===== src/rtl/taxi_axi_crossbar_thread_ctrl.sv =====
// taxi_axi_crossbar_thread_ctrl: per-ID thread and per-master issue admission for one crossbar address path.
// Optional stall statistics counter enabled by defining TAXI_AXI_XBAR_THREAD_STATS_EN.
module taxi_axi_crossbar_thread_ctrl #(
    parameter int M_COUNT = 4,
    parameter int ID_W = 8,
    parameter int S_THREADS = 2,
    parameter int S_ACCEPT = 16,
    parameter logic [M_COUNT*32-1:0] M_ISSUE = {M_COUNT{32'd4}},
    parameter int SEL_W = $clog2(M_COUNT+1),
    parameter int CNT_W = $clog2(S_ACCEPT+1)
) (
    input  logic               clk,
    input  logic               rst,
    input  logic               req_valid,
    output logic               req_ready,
    input  logic [ID_W-1:0]    req_id,
    input  logic [SEL_W-1:0]   req_sel,
    input  logic               cpl_valid,
    input  logic [ID_W-1:0]    cpl_id,
    output logic               cpl_err,
    output logic [M_COUNT-1:0] m_busy,
    output logic [CNT_W-1:0]   outstanding,
    output logic [15:0]        stall_cnt
);
    localparam int IDX_W = S_THREADS > 1 ? $clog2(S_THREADS) : 1;

    logic [ID_W-1:0]     r_id [S_THREADS];
    logic [SEL_W-1:0]    r_sel [S_THREADS];
    logic [CNT_W-1:0]    r_cnt [S_THREADS];
    logic [CNT_W-1:0]    r_issue [M_COUNT];
    logic [CNT_W-1:0]    r_out;
    logic                r_cpl_err;
    logic [2**SEL_W-1:0] w_issue_ok;
    logic                w_req_hit, w_free, w_cpl_hit, w_acc, w_cpl;
    logic [IDX_W-1:0]    w_req_idx, w_free_idx, w_cpl_idx;
    logic [SEL_W-1:0]    w_cpl_sel;

    // A slot is active while its count is nonzero; descending scan leaves the lowest index
    always_comb begin
        w_req_hit = 1'b0;
        w_req_idx = '0;
        w_free = 1'b0;
        w_free_idx = '0;
        w_cpl_hit = 1'b0;
        w_cpl_idx = '0;
        for (int i = S_THREADS-1; i >= 0; i--) begin
            if (r_cnt[i] == '0) begin
                w_free = 1'b1;
                w_free_idx = IDX_W'(i);
            end
            if (r_cnt[i] != '0 && r_id[i] == req_id) begin
                w_req_hit = 1'b1;
                w_req_idx = IDX_W'(i);
            end
            if (r_cnt[i] != '0 && r_id[i] == cpl_id) begin
                w_cpl_hit = 1'b1;
                w_cpl_idx = IDX_W'(i);
            end
        end
        w_issue_ok = '1;
        for (int m = 0; m < M_COUNT; m++)
            w_issue_ok[m] = 32'(r_issue[m]) < M_ISSUE[m*32 +: 32];
        m_busy = '0;
        for (int m = 0; m < M_COUNT; m++)
            m_busy[m] = r_issue[m] != '0;
    end

    assign req_ready = !rst && r_out < CNT_W'(S_ACCEPT) && w_issue_ok[req_sel] &&
                       (w_req_hit ? r_sel[w_req_idx] == req_sel : w_free);
    assign w_acc = req_valid && req_ready;
    assign w_cpl = cpl_valid && w_cpl_hit;
    assign w_cpl_sel = r_sel[w_cpl_idx];
    assign outstanding = r_out;
    assign cpl_err = r_cpl_err;

    always_ff @(posedge clk) begin
        if (rst) begin
            for (int i = 0; i < S_THREADS; i++) begin
                r_cnt[i] <= '0;
                r_id[i] <= '0;
                r_sel[i] <= '0;
            end
            for (int m = 0; m < M_COUNT; m++)
                r_issue[m] <= '0;
            r_out <= '0;
            r_cpl_err <= 1'b0;
        end else begin
            for (int i = 0; i < S_THREADS; i++) begin
                r_cnt[i] <= r_cnt[i]
                    + CNT_W'(w_acc && (w_req_hit ? w_req_idx == IDX_W'(i) : w_free_idx == IDX_W'(i)))
                    - CNT_W'(w_cpl && w_cpl_idx == IDX_W'(i));
                if (w_acc && !w_req_hit && w_free_idx == IDX_W'(i)) begin
                    r_id[i] <= req_id;
                    r_sel[i] <= req_sel;
                end
            end
            // Sink selects never match a master index, so they skip issue counting
            for (int m = 0; m < M_COUNT; m++)
                r_issue[m] <= r_issue[m] + CNT_W'(w_acc && req_sel == SEL_W'(m))
                              - CNT_W'(w_cpl && w_cpl_sel == SEL_W'(m));
            r_out <= r_out + CNT_W'(w_acc) - CNT_W'(w_cpl);
            r_cpl_err <= cpl_valid && !w_cpl_hit;
        end
    end

`ifdef TAXI_AXI_XBAR_THREAD_STATS_EN
    logic [15:0] r_stall;
    always_ff @(posedge clk) begin
        if (rst)
            r_stall <= '0;
        else if (req_valid && !req_ready && r_stall != 16'hFFFF)
            r_stall <= r_stall + 16'd1;
    end
    assign stall_cnt = r_stall;
`else
    assign stall_cnt = '0;
`endif
endmodule


===== config.mk =====
export PLATFORM = sky130hd
export DESIGN_NAME = taxi_axi_crossbar_thread_ctrl
export DESIGN_NICKNAME = d
export VERILOG_FILES = /design/src/rtl/taxi_axi_crossbar_thread_ctrl.sv
export SDC_FILE = /design/constraint.sdc
export NUM_CORES = 1
export LEC_CHECK = 0
export BUFFER_PORTS_ARGS = -buffer_cell sky130_fd_sc_hd__buf_2
export CAP_MARGIN = 25
export CORE_MARGIN = 10
export CORE_UTILIZATION = 58
export DETAILED_ROUTE_END_ITERATION = 12
export PLACE_DENSITY_LB_ADDON = 0.2
export SETUP_SLACK_MARGIN = 0.1
export SKIP_CTS_REPAIR_TIMING = 1
export SLEW_MARGIN = 10
export SYNTH_ARGS = -nofsm -noshare
export SYNTH_HDL_FRONTEND = slang
export SYNTH_SLANG_ARGS = --single-unit

===== constraint.sdc =====
create_clock -name clk -period 7.2 [get_ports clk]
set_input_delay 0.72 -clock clk [delete_from_list [all_inputs] [get_ports clk]]
set_output_delay 0.72 -clock clk [all_outputs]
set_load 0.05 [all_outputs]

==> flow_metrics.py, run 1 <==
metrics = {
    "sta": {
        "finalCritPeriodShare_pct": 50.6,
        "tightestPinTransition_ns": 0.728,
        "final_max_slew_viol_count": 0,
        "hold_violations": 0,
        "finalSetupTns_ns": 0,
        "maxSlewHeadroom_pct": 51.4,
        "fmax_ghz": 0.275,
        "fin_skew_ns": 0.00614,
        "setup_viol": 0,
        "rsz0062_at_grt": "false",
        "holdWs_ns": 0.587,
        "period_needed_ns": 3.64,
    },
    "setup_path": {
        "cp.required_ns": 7.39,
        "timing.rr.start": "r_cnt[0][2]",
        "path_class": "in -> reg",
        "cp-start-kind": "input pin",
        "worstPathMaxFanout": 7,
        "end_kind": "flop",
        "cp.arrival_ns": 3.84,
        "startpoint": "req_id[4]",
    },
    "die": {
        "io_pins": 50,
        "rows": 30,
        "core_area_um2": 6760,
        "die-area_um2": 10700,
        "die_w_um": 103,
        "start_util_pct": 59.5,
        "die_h_um": 103,
    },
    "finish": {
        "multiInputGateArea_um2": 2340,
        "antenna_cells": 0,
        "regArea_um2": 1380,
        "fin_nets": 534,
        "area_growth_pct": 9.99,
        "fillers": 560,
        "drive_gt1_share_pct": 13.7,
    },
    "pwr": {
        "p_sw_share_pct": 36.3,
        "p_leak_nw": 1.92,
        "clockPowerShare_pct": 29.0,
        "seqPwrFrac_pct": 38.1,
        "power.switching_w": 0.000410,
        "intPower_w": 0.000719,
        "ir_drop_uv": 240,
        "p_comb_share_pct": 32.9,
        "powerDensity_nw_per_um2": 255,
    },
    "logic_synthesis": {
        "yosys.cell_count.top_type": "inv_1",
        "seq_area_frac_synth_pct": 34.4,
        "yosys.cell_types.count": 45,
        "synthDominantCellAreaShare_pct": 17.9,
        "syn-cell-area_um2": 4020,
        "synth-edff-count": 22,
        "ys_ff_latch": 58,
        "synth_commonest_cells": "inv_1, ha_1, dfxtp_1",
        "ys.warnings.count": 0,
        "synth_largest_area_cell": "dfxtp_1",
        "avgSynthCellArea_um2": 9.64,
        "synthArstFlopShare_pct": 0,
        "syn_inst": 417,
        "ys.flop_type": "dfxtp_1",
        "synth_area_leaders": "dfxtp_1, edfxtp_1, ha_1, xnor2_1, inv_1",
    },
    "clock_tree": {
        "cts.sinks": 58,
        "h-tree-depth": 3,
        "cts_tree": "built",
        "cts_buffers": 9,
        "root_buffer": "clkbuf_8",
        "cts_buffer_depth": 2,
        "path_clk_slew_ns": 0.07,
        "clock_latency_ns": 0.34,
    },
    "hold_path": {
        "min_path_type": "reg -> reg",
        "hp-start": "r_cnt[0][8]",
    },
    "place": {
        "port_buffers": 33,
        "post-dp-hpwl_um": 6170,
        "globalplace.congestion": 0.810,
    },
    "global_routing": {
        "overflow": 0,
        "grt_pass1_wl_um": 13400,
        "grt_util_all_layers_pct": 15.9,
        "grt_max_degree": 40,
        "antenna_found_initial": 0,
        "grt_pass1_vias": 2939,
    },
    "detailed_routing": {
        "first_iter_violations": 81,
        "vias_per_cell": 5.29,
        "drtPass1Iterations": 4,
        "remaining_drc_errors": 0,
        "routed_wl_um": 7890,
        "vias": 2858,
        "drtAntennaViolNets": 0,
        "wire_per_inst_um": 14.6,
    },
    "run": {
        "drv_cap": 0,
    },
    "status": {
        "status": "completed",
    },
}
==> per-stage QoR <==
step | instances | setup slack [ns] | power (W) | utilization [%] | area, um2
after floorplan | 432 | 3.48 | 0.000733 | - | 4080
after global placement | 523 | 3.27 | 0.000797 | 62.1 | 4200
after detailed placement | 523 | 3.23 | 0.000807 | 62.1 | 4200
after CTS | 539 | 3.57 | 0.00114 | 65.4 | 4420
after global routing | 540 | 3.27 | 0.00120 | 65.4 | 4420
final | 540 | 3.56 | 0.00113 | 65.4 | 4420
==> cell usage in the layout, fill, tap and decap left out, types with 2 or more instances in the layout <==
master     count
inv_1         54
ha_1          49
dfxtp_1       36
buf_2         34
nor2_1        33
xnor2_1       27
a21oi_1       25
xor2_1        23
edfxtp_1      22
conb_1        16
nor2b_1       11
and2_1        10
a21o_1        10
nand2_1        9
or3_1          9
nand2b_1       9
clkbuf_8       9
o21ai_0        8
nand4_1        8
nand3_1        7
fa_1           7
a211oi_1       4
a22oi_1        3
nor2_2         3
a2111oi_1      3
nor3_1         3
nor4_4         2
nor4_1         2
mux2i_1        2
nor3b_1        2
inv_6          2
==> registers in the layout, summed over array words and instances (netlist names) <==
| name | flops |
|---|---|
| outstanding | 5 |
| r_id | 16 |
| r_cnt | 10 |
| r_issue | 20 |
| r_sel | 6 |
| cpl_err | 1 |
==> power by group through the flow <==
stage               combinational [W]  clock [W]  sequential [W]
floorplan                    0.000283          0        0.000450
global placement             0.000361          0        0.000436
detailed placement           0.000370          0        0.000437
CTS                          0.000372   0.000334        0.000431
global route                 0.000415   0.000352        0.000437
finish                       0.000371   0.000327        0.000431
==> logic make-up after synthesis <==
| group | after synthesis | synth area share (%) |
|---|---|---|
| mux | 2 | 0.498 |
| compound gates | 59 | 9.81 |
| buf+inv | 77 | 8.72 |
| other cells | 1 | 0.0933 |
| simple gates | 114 | 16.9 |
| xor+xnor | 50 | 10.9 |
| flops | 58 | 34.4 |
| fa+ha+maj | 56 | 18.7 |
==> worst paths after layout <==
path / to / slack, ns / depth (start not counted)
hold reg to reg: r_cnt[0][9] / 0.59 / 3
setup / recovery: r_issue[1][4] / 3.56 / 16
hold / removal: r_cnt[0][9] / 0.59 / 3
setup reg to reg: r_issue[3][4] / 3.59 / 15
==> cell type report <==
cell class	instances	area share (%)
Timing Repair Buffer	34	3.85
Sequential cell	58	31.2
Tap cell	80	2.26
Clock buffer	10	3.37
Clock inverter	6	1.59
Inverter	55	4.67
Multi-Input combinational cell	297	53.0
==> critical path: stages <==
cell and delay, ns:
buf_2 0.12, xor2_1 0.16, nor4_4 0.35, and3_4 0.27, nor2_2 0.07, a211oi_4 0.31, nand4_4 0.19, a2111oi_1 0.52
ha_1 0.25, inv_1 0.05, fa_1 0.39, inv_1 0.07, a21oi_1 0.06, nor2_1 0.12, or3_1 0.12, a21oi_1 0.05
==> per-layer routing <==
| layer | part of all wire (%) | track usage, % | vias to the layer above |
|---|---|---|---|
| li1 | - | - | 1444 |
| met1 | 45 | 19.6 | 1357 |
| met2 | 49 | 26.4 | 49 |
| met3 | 4.8 | 4.58 | 8 |
| met4 | 0.93 | 4.28 | 0 |
| met5 | 0 | 0 | - |
Power figures use the tool's default switching activity.
==> run 2: changes to the inputs <==
==> constraint.sdc (replaced) <==
create_clock -name clk -period 3.8 [get_ports clk]
set_input_delay 0.38 -clock clk [delete_from_list [all_inputs] [get_ports clk]]
set_output_delay 0.38 -clock clk [all_outputs]
set_load 0.05 [all_outputs]
==> flow_metrics.py, run 2 (synthesis results as in run 1) <==
metrics = {
    "detailed_routing": {
        "vias": 2885,
        "remaining_drc_errors": 0,
        "wire_per_inst_um": 14.8,
        "drtAntennaViolNets": 0,
        "routed_wl_um": 8020,
        "vias_per_cell": 5.31,
        "first_iter_violations": 161,
        "drtPass1Iterations": 5,
    },
    "die": {
        "io_pins": 50,
        "start_util_pct": 59.5,
        "rows": 30,
        "core_area_um2": 6760,
        "die_h_um": 103,
        "die-area_um2": 10700,
        "die_w_um": 103,
    },
    "sta": {
        "setup_viol": 0,
        "finalSetupTns_ns": 0,
        "finalCritPeriodShare_pct": 91.3,
        "final_max_slew_viol_count": 0,
        "rsz0062_at_grt": "true",
        "hold_violations": 0,
        "period_needed_ns": 3.47,
        "maxSlewHeadroom_pct": 66.3,
        "holdWs_ns": 0.373,
        "setup_ws_ns": 0.330,
        "tightestPinTransition_ns": 0.504,
        "fin_skew_ns": 0.00635,
        "fmax_ghz": 0.288,
    },
    "clock_tree": {
        "cts.sinks": 58,
        "path_clk_slew_ns": 0.08,
        "cts_buffer_depth": 2,
        "cts_tree": "built",
        "h-tree-depth": 3,
        "root_buffer": "clkbuf_8",
        "cts_buffers": 9,
        "clock_latency_ns": 0.35,
    },
    "finish": {
        "area_growth_pct": 12.1,
        "final_util_pct": 66.7,
        "multiInputGateArea_um2": 2400,
        "drive_gt1_share_pct": 16.6,
        "fin_nets": 537,
        "fillers": 558,
        "largest_register_ffs": 20,
        "most-common-layout-cells": "inv_1, ha_1, dfxtp_1",
        "largest_register": "r_issue",
        "antenna_cells": 0,
        "largest_registers": "r_issue (20), r_id (16), r_cnt (10)",
        "regArea_um2": 1380,
        "final_common_cell": "inv_1",
    },
    "setup_path": {
        "worstPathMaxFanout": 4,
        "path_class": "reg -> reg",
        "path_buf_inv": 1,
        "cp_cell_sequence": "xor2_1 > nor4_1 > nand3_1 > nand2b_2 > mux2i_2 > nor3_1 > ha_1 > inv_1 > ha_1 > fa_1 > a21oi_1 > nor2_1 > or3_1 > a21oi_1",
        "critical_path.top_delay_family": "simple AND/OR/NAND/NOR gates",
        "cp.arrival_ns": 3.74,
        "slowest_stage": "edfxtp_1",
        "max_stage_delay_ns": 0.44,
        "end_kind": "flop",
        "cp-start-kind": "flop",
        "cp.required_ns": 4.07,
    },
    "place": {
        "globalplace.congestion": 0.840,
        "port_buffers": 33,
        "dp_slack_ns": 0.155,
        "post-dp-hpwl_um": 6170,
    },
    "global_routing": {
        "gr-usage-met2_pct": 25.3,
        "overflow": 0,
        "met1_usage_pct": 20.4,
        "grt_pass1_wl_um": 13400,
        "busiest_layer": "met2",
        "grt_pass1_vias": 2897,
        "grt_util_all_layers_pct": 15.9,
        "antenna_found_initial": 0,
        "grt_max_degree": 39,
        "met3_usage_pct": 3.52,
    },
    "status": {
        "status": "completed",
    },
    "pwr": {
        "powerDensity_nw_per_um2": 482,
        "ir_drop_uv": 479,
        "p_leak_nw": 1.93,
    },
    "hold_path": {
        "min_path_type": "in -> reg",
    },
    "run": {
        "drv_cap": 0,
    },
}
-- run 2: stage by stage --
step	area, um2	cells	power [W]
after global routing	4500	543	0.00231
after CTS	4430	541	0.00216
final	4500	543	0.00217
after floorplan	4080	432	0.00139
after detailed placement	4210	525	0.00153
after global placement	4210	525	0.00151
-- run 2: layout make-up --
| type | instances | area share [%] |
|---|---|---|
| Clock inverter | 6 | 1.58 |
| Inverter | 55 | 4.58 |
| Tap cell | 80 | 2.22 |
| Sequential cell | 58 | 30.7 |
| Timing Repair Buffer | 37 | 4.33 |
| Multi-Input combinational cell | 297 | 53.3 |
| Clock buffer | 10 | 3.31 |
-- run 2: routing by layer --
| layer | part of all wire (%) | vias to the layer above |
|---|---|---|
| met3 | 5.6 | 15 |
| met2 | 48 | 57 |
| met1 | 45 | 1358 |
| li1 | - | 1455 |
| met5 | 0 | - |
| met4 | 1.6 | 0 |
-- run 2: final timing paths --
| kind | start | end | slack (ns) | depth (start not counted) |
|---|---|---|---|---|
| setup / recovery | r_id[0][13] | r_issue[3][4] | 0.33 | 14 |
| hold / removal | cpl_valid | cpl_err | 0.37 | 3 |
| setup reg to reg | r_id[0][13] | r_issue[3][4] | 0.33 | 14 |
| hold reg to reg | r_cnt[0][3] | r_cnt[0][4] | 0.60 | 3 |
-- run 2: report_power, final --
group	total (W)	internal [W]	leakage, nW	switching, W
logic	0.000720	0.000277	1.31	0.000443
registers	0.000815	0.000747	0.521	0.0000675
clock network	0.000635	0.000348	0.105	0.000287
total	0.00217	0.00137	1.93	0.000798
-- run 2: worst reg2reg max path, delay by kind of cell (launching register included) --
family	cells	cell delay, ns
AOI/OAI and AO/OA	2	0.34
xor gates and xnor gates	1	0.19
adders and majority gates	3	0.91
buffers and inverters	1	0.03
DFF	1	0.44
muxes	1	0.28
and+or+nand+nor	6	1.21
